### src/rtl/warmboot_sequencer_if.sv
// Signal bundle between the bootloader side of the board top and warmboot_sequencer.
// boot_req is a level whose rising edge requests a boot; there is no ready, and edges seen while busy are dropped.
interface warmboot_sequencer_if;
   logic       boot_req;
   logic [1:0] image_sel;
   logic       spi_cs;
   logic       usb_pu;
   logic       wb_s1;
   logic       wb_s0;
   logic       wb_boot;
   logic       busy;
   logic [2:0] dbg_state;

   modport master (
      output boot_req, image_sel, spi_cs,
      input  usb_pu, wb_s1, wb_s0, wb_boot, busy, dbg_state
   );

   modport slave (
      input  boot_req, image_sel, spi_cs,
      output usb_pu, wb_s1, wb_s0, wb_boot, busy, dbg_state
   );
endinterface

### src/rtl/warmboot_sequencer.sv
// Orderly hand-off from the bootloader to the user image: wait for flash idle,
// drop the USB pull-up for a host-visible disconnect, then pulse SB_WARMBOOT.
module warmboot_sequencer #(
   parameter int unsigned SETTLE_CYCLES    = 64,
   parameter int unsigned DETACH_CYCLES    = 480000,
   parameter int unsigned BOOT_HOLD_CYCLES = 16
) (
   input  logic                 clk_48mhz,
   input  logic                 reset,
   warmboot_sequencer_if.slave  bus
);

   localparam int unsigned MAX_A = (SETTLE_CYCLES > DETACH_CYCLES) ? SETTLE_CYCLES : DETACH_CYCLES;
   localparam int unsigned MAX_C = (MAX_A > BOOT_HOLD_CYCLES) ? MAX_A : BOOT_HOLD_CYCLES;
   localparam int unsigned CW    = $clog2(MAX_C + 1);

   localparam logic [CW-1:0] SETTLE_LAST = CW'(SETTLE_CYCLES - 1);
   localparam logic [CW-1:0] DETACH_LAST = CW'(DETACH_CYCLES - 1);
   localparam logic [CW-1:0] BOOT_LAST   = CW'(BOOT_HOLD_CYCLES - 1);
   localparam logic [CW-1:0] CNT_ONE     = CW'(1);

   typedef enum logic [2:0] {
      IDLE     = 3'd0,
      WAIT_SPI = 3'd1,
      DETACH   = 3'd2,
      ARM      = 3'd3,
      FIRE     = 3'd4,
      HALT     = 3'd5
   } state_e;

   state_e          state_q, state_d;
   logic [CW-1:0]   cnt_q, cnt_d;
   logic [1:0]      sel_q, sel_d;
   logic            boot_req_q;
   logic            req_edge;

   assign req_edge = bus.boot_req & ~boot_req_q;

   // boot_req_q resets high so a request held through reset is not taken as an edge.
   always_ff @(posedge clk_48mhz) begin
      if (reset) begin
         state_q    <= IDLE;
         cnt_q      <= '0;
         sel_q      <= 2'b00;
         boot_req_q <= 1'b1;
      end else begin
         state_q    <= state_d;
         cnt_q      <= cnt_d;
         sel_q      <= sel_d;
         boot_req_q <= bus.boot_req;
      end
   end

   always_comb begin
      state_d = state_q;
      cnt_d   = cnt_q;
      sel_d   = sel_q;
      unique case (state_q)
         IDLE: begin
            if (req_edge) begin
               sel_d   = bus.image_sel;
               state_d = WAIT_SPI;
               cnt_d   = '0;
            end
         end
         WAIT_SPI: begin
            // Any low sample restarts the settle window.
            if (!bus.spi_cs) begin
               cnt_d = '0;
            end else if (cnt_q == SETTLE_LAST) begin
               state_d = DETACH;
               cnt_d   = '0;
            end else begin
               cnt_d = cnt_q + CNT_ONE;
            end
         end
         DETACH: begin
            if (cnt_q == DETACH_LAST) begin
               state_d = ARM;
               cnt_d   = '0;
            end else begin
               cnt_d = cnt_q + CNT_ONE;
            end
         end
         ARM: begin
            state_d = FIRE;
            cnt_d   = '0;
         end
         FIRE: begin
            if (cnt_q == BOOT_LAST) begin
               state_d = HALT;
               cnt_d   = '0;
            end else begin
               cnt_d = cnt_q + CNT_ONE;
            end
         end
         HALT: begin
            state_d = HALT;
         end
         default: begin
            state_d = IDLE;
            cnt_d   = '0;
         end
      endcase
   end

   // Outputs decode registered state only, so they move on the same edge as the state.
   always_comb begin
      bus.usb_pu    = (state_q == IDLE) || (state_q == WAIT_SPI);
      bus.wb_boot   = (state_q == FIRE);
      bus.busy      = (state_q != IDLE);
      bus.wb_s1     = 1'b0;
      bus.wb_s0     = 1'b0;
      bus.dbg_state = state_q;
      if ((state_q == ARM) || (state_q == FIRE) || (state_q == HALT)) begin
         bus.wb_s1 = sel_q[1];
         bus.wb_s0 = sel_q[0];
      end
   end

endmodule

### src/flat_wrapper.sv
// flat-port wrapper written by rule: the top's interface ports become plain ports
module warmboot_sequencer_flat 
#(
   parameter int unsigned SETTLE_CYCLES    = 64,
   parameter int unsigned DETACH_CYCLES    = 480000,
   parameter int unsigned BOOT_HOLD_CYCLES = 16
)
  (clk_48mhz, reset, bus_boot_req, bus_image_sel, bus_spi_cs, bus_usb_pu, bus_wb_s1, bus_wb_s0, bus_wb_boot, bus_busy, bus_dbg_state);
  warmboot_sequencer_if bus_i ();
  input  logic clk_48mhz;
  input  logic reset;
  input wire logic [$bits(bus_i.boot_req)-1:0] bus_boot_req;
  input wire logic [$bits(bus_i.image_sel)-1:0] bus_image_sel;
  input wire logic [$bits(bus_i.spi_cs)-1:0] bus_spi_cs;
  output wire logic [$bits(bus_i.usb_pu)-1:0] bus_usb_pu;
  output wire logic [$bits(bus_i.wb_s1)-1:0] bus_wb_s1;
  output wire logic [$bits(bus_i.wb_s0)-1:0] bus_wb_s0;
  output wire logic [$bits(bus_i.wb_boot)-1:0] bus_wb_boot;
  output wire logic [$bits(bus_i.busy)-1:0] bus_busy;
  output wire logic [$bits(bus_i.dbg_state)-1:0] bus_dbg_state;
  assign bus_i.boot_req = bus_boot_req;
  assign bus_i.image_sel = bus_image_sel;
  assign bus_i.spi_cs = bus_spi_cs;
  assign bus_usb_pu = bus_i.usb_pu;
  assign bus_wb_s1 = bus_i.wb_s1;
  assign bus_wb_s0 = bus_i.wb_s0;
  assign bus_wb_boot = bus_i.wb_boot;
  assign bus_busy = bus_i.busy;
  assign bus_dbg_state = bus_i.dbg_state;
  warmboot_sequencer #(.SETTLE_CYCLES(SETTLE_CYCLES), .DETACH_CYCLES(DETACH_CYCLES), .BOOT_HOLD_CYCLES(BOOT_HOLD_CYCLES)) u_core (.clk_48mhz(clk_48mhz), .reset(reset), .bus(bus_i));
endmodule
### config.mk
export PLATFORM = sky130hd
export DESIGN_NAME = warmboot_sequencer_flat
export DESIGN_NICKNAME = d
export VERILOG_FILES = /design/src/rtl/warmboot_sequencer_if.sv /design/src/rtl/warmboot_sequencer.sv /design/src/flat_wrapper.sv
export SDC_FILE = /design/constraint.sdc
export NUM_CORES = 1
export LEC_CHECK = 0
export CORE_ASPECT_RATIO = 1.1
export CORE_MARGIN = 2
export CORE_UTILIZATION = 60
export CTS_CLUSTER_SIZE = 16
export DETAILED_ROUTE_END_ITERATION = 8
export GPL_TIMING_DRIVEN = 1
export MAX_ROUTING_LAYER = met4
export PLACE_DENSITY = 0.83
export RECOVER_POWER = 50
export SLEW_MARGIN = 20
export SYNTH_ARGS = -nofsm -noshare
export SYNTH_HDL_FRONTEND = slang
export SYNTH_SLANG_ARGS = --single-unit
### constraint.sdc
create_clock -name clk_48mhz -period 5.95 [get_ports clk_48mhz]
set_input_delay 1.19 -clock clk_48mhz [delete_from_list [all_inputs] [get_ports clk_48mhz]]
set_output_delay 1.19 -clock clk_48mhz [all_outputs]
set_load 0.005 [all_outputs]
# Word-level counts from Yosys, hierarchy flattened
# Cells that the tools add are included.
word_totals:
  in_bits: 6
  register_bits: 25
op_classes:
  eq_ne: 13
  bitwise_logic: 3
  addsub: 1
  reduce_logical: 8
  mux: 14
ops:
  columns: ["cell", "count"]
  rows:
  - ["2-to-1 mux 19 bit", 5]
  - ["one-hot mux 19 bit (5 select lines)", 1]
  - ["adder 19 x 1 -> 19 bit (second input constant)", 1]
  - ["equality test 19 bit (second input constant)", 1]
  - ["equality test 19 x 4 -> 1 bit (second input constant)", 1]
  - ["equality test 19 x 6 -> 1 bit (second input constant)", 1]
  - ["one-hot mux 3 bit (6 select lines)", 1]
  - ["2-to-1 mux 3 bit", 5]
  - ["!= test 2 x 1 -> 1 bit (second input constant)", 4]
  - ["equality test 3 x 2 -> 1 bit (second input constant)", 2]
  - ["equality test 3 bit (second input constant)", 2]
  - ["AND reduction 5 bit", 1]
  - ["AND reduction 2 bit", 2]
  - ["equality test 3 x 1 -> 1 bit (second input constant)", 1]
  - ["zero test 3 bit", 1]
  - ["logical OR 1 bit", 3]
  - ["nonzero test 3 bit", 1]
  - ["2-to-1 mux 1 bit", 2]
  - ["!= test 2 bit (second input constant)", 1]
  - ["inverter 1 bit", 2]
  - ["AND 1 bit", 1]

# Longest topological paths before layout
logic_depth:
  word_depth: 4
  ltp_mapped: 7
  ltp_nobuf: 6

# Least setup slack after synthesis
# No wires, ideal clock.
synth_path:
  path_type: "input-to-reg"
  startpoint: "in bus_boot_req"
  endpoint: "reg u_core.cnt_q[3]"
  stages: 6
  setup_slack_ns: 3.467
  required_ns: 5.836
  n_path_buf: 1
  setup_ns: 0.114
  arrival_time_ns: 2.368
  path_cell_list: "nand2b_1 -> a21oi_1 -> nor2_1 -> o41ai_4 -> buf_6 -> nor2_1"
synth_via:
  elab_chain_len: 3
synth_lines:
  columns: ["item", "line_no", "source"]
  rows:
  - ["start, declared", "flat_wrapper.sv:12", "input wire logic [$bits(bus_i.boot_req)-1:0] bus_boot_req;"]
  - ["AND 1 bit", "warmboot_sequencer.sv:37", "assign req_edge = bus.boot_req & ~boot_req_q;"]
  - ["!= test 2 x 1 -> 1 bit (no source line)", null, null]
  - ["AND reduction 2 bit (no source line)", null, null]
  - ["end signal, assigned", "warmboot_sequencer.sv:48", "cnt_q <= cnt_d;"]
  - ["end, declared", "warmboot_sequencer.sv:32", "logic [CW-1:0] cnt_q, cnt_d;"]
# Every way passes these cells.
# A chain may end at the register's enable or synchronous reset.

# Worst setup path after layout
layout_path:
  startpoint: "in bus_boot_req"
  endpoint: "reg u_core.cnt_q[12]"
# The elaborated chain is that of the path after synthesis.

==> flow_summary.toml <==
[run_status]
status = "complete, no violations"

[setup_path]
reg2reg_from = "u_core.cnt_q[10]$_SDFFE_PP0P_"
critPathMaxFanout = 15
cp.arrival_ns = 3.65
reg2regPathDepth = 5
end_kind = "flop"
worstSetupPathType = "in2reg"
startpoint_type = "input port"
reg2reg_to = "u_core.cnt_q[12]$_SDFFE_PP0P_"
r2r_setup_slack_ns = 3.33
required_ns = 6.14

[synthesis]
synth_edf_count = 0
yosys_warnings = 0
synth-seq-cells = 25
syn_inst = 166
yosys.area.top_type = "dfxtp_1"
synth_area_um2 = 1420
avgSynthCellArea_um2 = 8.57
synth.distinct_cells = 42
netlist_top_cells_area = "dfxtp_1, nor2_1, xor2_1"
yosysSeqAreaShare_pct = 35.2
post-synth-top-count-cell = "nor2_1"
netlist_top_cells_count = "nor2_1, dfxtp_1, xor2_1"
ys.flop_type = "dfxtp_1"
async_flop_share_pct = 0
syn-num-nets = 174
synth_top_area_share_pct = 35.2

[timing]
hold_viol_final = 0
fin_ws_ns = 2.49
setup-tns-final_ns = 0
finalSetupViolations = 0
relSlewSlack_pct = 46.0
fmaxAchievable_mhz = 289
hold_ws_ns = 0.519
worst_pin_slew_ns = 0.807
min_period_ns = 3.46
skew_ns = 0.00439
min_period_over_period_pct = 58.2
maxSlewViolCount = 0
rsz0062_at_grt = "false"

[finish]
finalNonFillerCells = 208
syn_to_final_growth_pct = 11.9
n_antenna_cell = 0
nNetsFinal = 187
drive_gt1_share_pct = 7.30
postLayoutCellArea_um2 = 1590
fin_util_pct = 70.7

[placed_design]
dpl.hpwl_um = 2270
pre_cts_slack_ns = 2.59
portBuffers = 13
placedInstanceArea_um2 = 1570
globalplace.congestion = 0.927
dp.cells = 204

[global_route]
grt-ovfl-total = 0
track_usage_pct = 24.7
grt_max_degree = 23
grt_util_met3_pct = 2.42
grt_pass1_wl_um = 5030
grt_pass1_vias = 1132
use_met2_pct = 41.9
antenna_found_initial = 0
busiest_layer = "met2"
use_met1_pct = 30.2

[floorplanning]
die_w_um = 50.4
rows = 18
ios = 14
dieArea_um2 = 2780
coreArea_um2 = 2250
dieHeight_um = 55.1
initial_core_util_pct = 63.2

[route]
drc = 0
drt-wirelength-per-cell_um = 14.7
wl_um = 3060
ant_nets = 0
vias = 1294
vias_per_cell = 6.22
drt_pass1_iterations = 4
drtIter0Drc = 39

[pwr]
switchingPower_mw = 0.0692
p_int_mw = 0.207
p_per_area_nw_per_um2 = 173
power_mw = 0.276
peakVddDrop_v = 0.000159
p_seq_share_pct = 62.5
comb_power_share_pct = 9.8
power_frac_clock_pct = 27.7
p_leak_nw = 0.604
swShare_pct = 25.1

[cts]
ctsResizeCount = 0
htree_levels = 1
cts_buffers = 3
cts_hold_buffers = 0
clock_latency_ns = 0.32
clk_pin_slew_ns = 0.14
post_cts_buffers = 0
max-clock-path-buffers = 2
cts_tree = "yes"
cts_root_buffer = "clkbuf_4"
clock_sinks = 25

[min_path]
hp-class = "reg2reg"
whs_path_depth = 2
min_to = "u_core.sel_q[1]$_SDFFE_PP0P_"
hp-start = "u_core.sel_q[1]$_SDFFE_PP0P_"

[job]
maxCapViolCount = 0
how the worst max path moves through the flow:
stage                                          endpoint  slack [ns]                                  from  cells after the start
after global placement    u_core.cnt_q[14]$_SDFFE_PP0P_        2.63                          bus_boot_req                      7
after CTS                                     bus_wb_s1        2.61  u_core.bus.dbg_state[1]$_SDFFE_PP0P_                      4
after detailed placement  u_core.cnt_q[12]$_SDFFE_PP0P_        2.59                          bus_boot_req                      7
after global routing      u_core.cnt_q[10]$_SDFFE_PP0P_        2.26                          bus_boot_req                      7
after floorplan            u_core.cnt_q[3]$_SDFFE_PP0P_        3.47                          bus_boot_req                      6
final                     u_core.cnt_q[12]$_SDFFE_PP0P_        2.49                          bus_boot_req                      7
registers in the layout (all words and copies together) (netlist names):
signal	cells
u_core.sel_q	2
u_core.cnt_q	19
u_core.bus.dbg_state	3
u_core.boot_req_q	1
per-layer routing:
layer | vias up | routed length [µm]
met2 | 40 | 1450
met1 | 602 | 1420
met5 | - | 0
met3 | 8 | 132
li1 | 644 | -
met4 | 0 | 61
power by group through the flow:
stage,clock (mW),combinational [mW],sequential [mW]
final,0.0763,0.0272,0.172
after detailed placement,0,0.0281,0.176
after CTS,0.0771,0.0282,0.172
after global routing,0.0828,0.0298,0.173
after floorplan,0,0.0203,0.174
after global placement,0,0.0278,0.176
worst max-delay path, cell delays in order:
cell           delay, ns
dlygate4sd3_1       0.54
nand2b_1            0.08
a21oi_1             0.13
clkbuf_1            0.49
nor2_1              0.24
o41ai_4             0.84
nor2_1              0.13
cells by family after synthesis:
| family | after synthesis | share of synthesized area [%] |
|---|---|---|
| AND/OR/NAND/NOR | 74 | 27.8 |
| AO/OA/AOI/OAI | 41 | 22.8 |
| flip-flops | 25 | 35.2 |
| XOR/XNOR | 11 | 6.77 |
| buffers and inverters | 9 | 2.90 |
| multiplexers | 4 | 2.81 |
| adder cells (fa/ha/maj) | 2 | 1.76 |
area by class of cell:
type / count / area (µm²)
inverter: 3 / 11.3
multi-input combinational: 132 / 881
fill: 183 / 661
clock inverter: 1 / 5.00
timing repair buffer: 14 / 134
clock buffer: 3 / 22.5
sequential: 25 / 500
tap: 30 / 37.5
cells in the final DEF (no fill, tap or decap), types with 2 or more instances in the layout:
master / instances
or2_2: 2
or4_1: 2
nand2b_1: 3
o21ai_0: 10
and2_1: 3
nor3_1: 4
ha_1: 2
dfxtp_1: 25
a31oi_1: 2
a311o_1: 2
nor4_1: 2
inv_1: 3
clkbuf_4: 3
o2111ai_1: 4
nor2_1: 26
dlygate4sd3_1: 6
a31o_2: 2
and3_1: 4
xor2_1: 11
o211ai_1: 3
nor2b_1: 5
clkdlybuf4s50_1: 7
a21oi_1: 6
a2111oi_0: 2
nand3_1: 9
nand2_1: 5
nand4_1: 3
mux2i_1: 4
or3_1: 2
(Power assumes the default switching activity.)
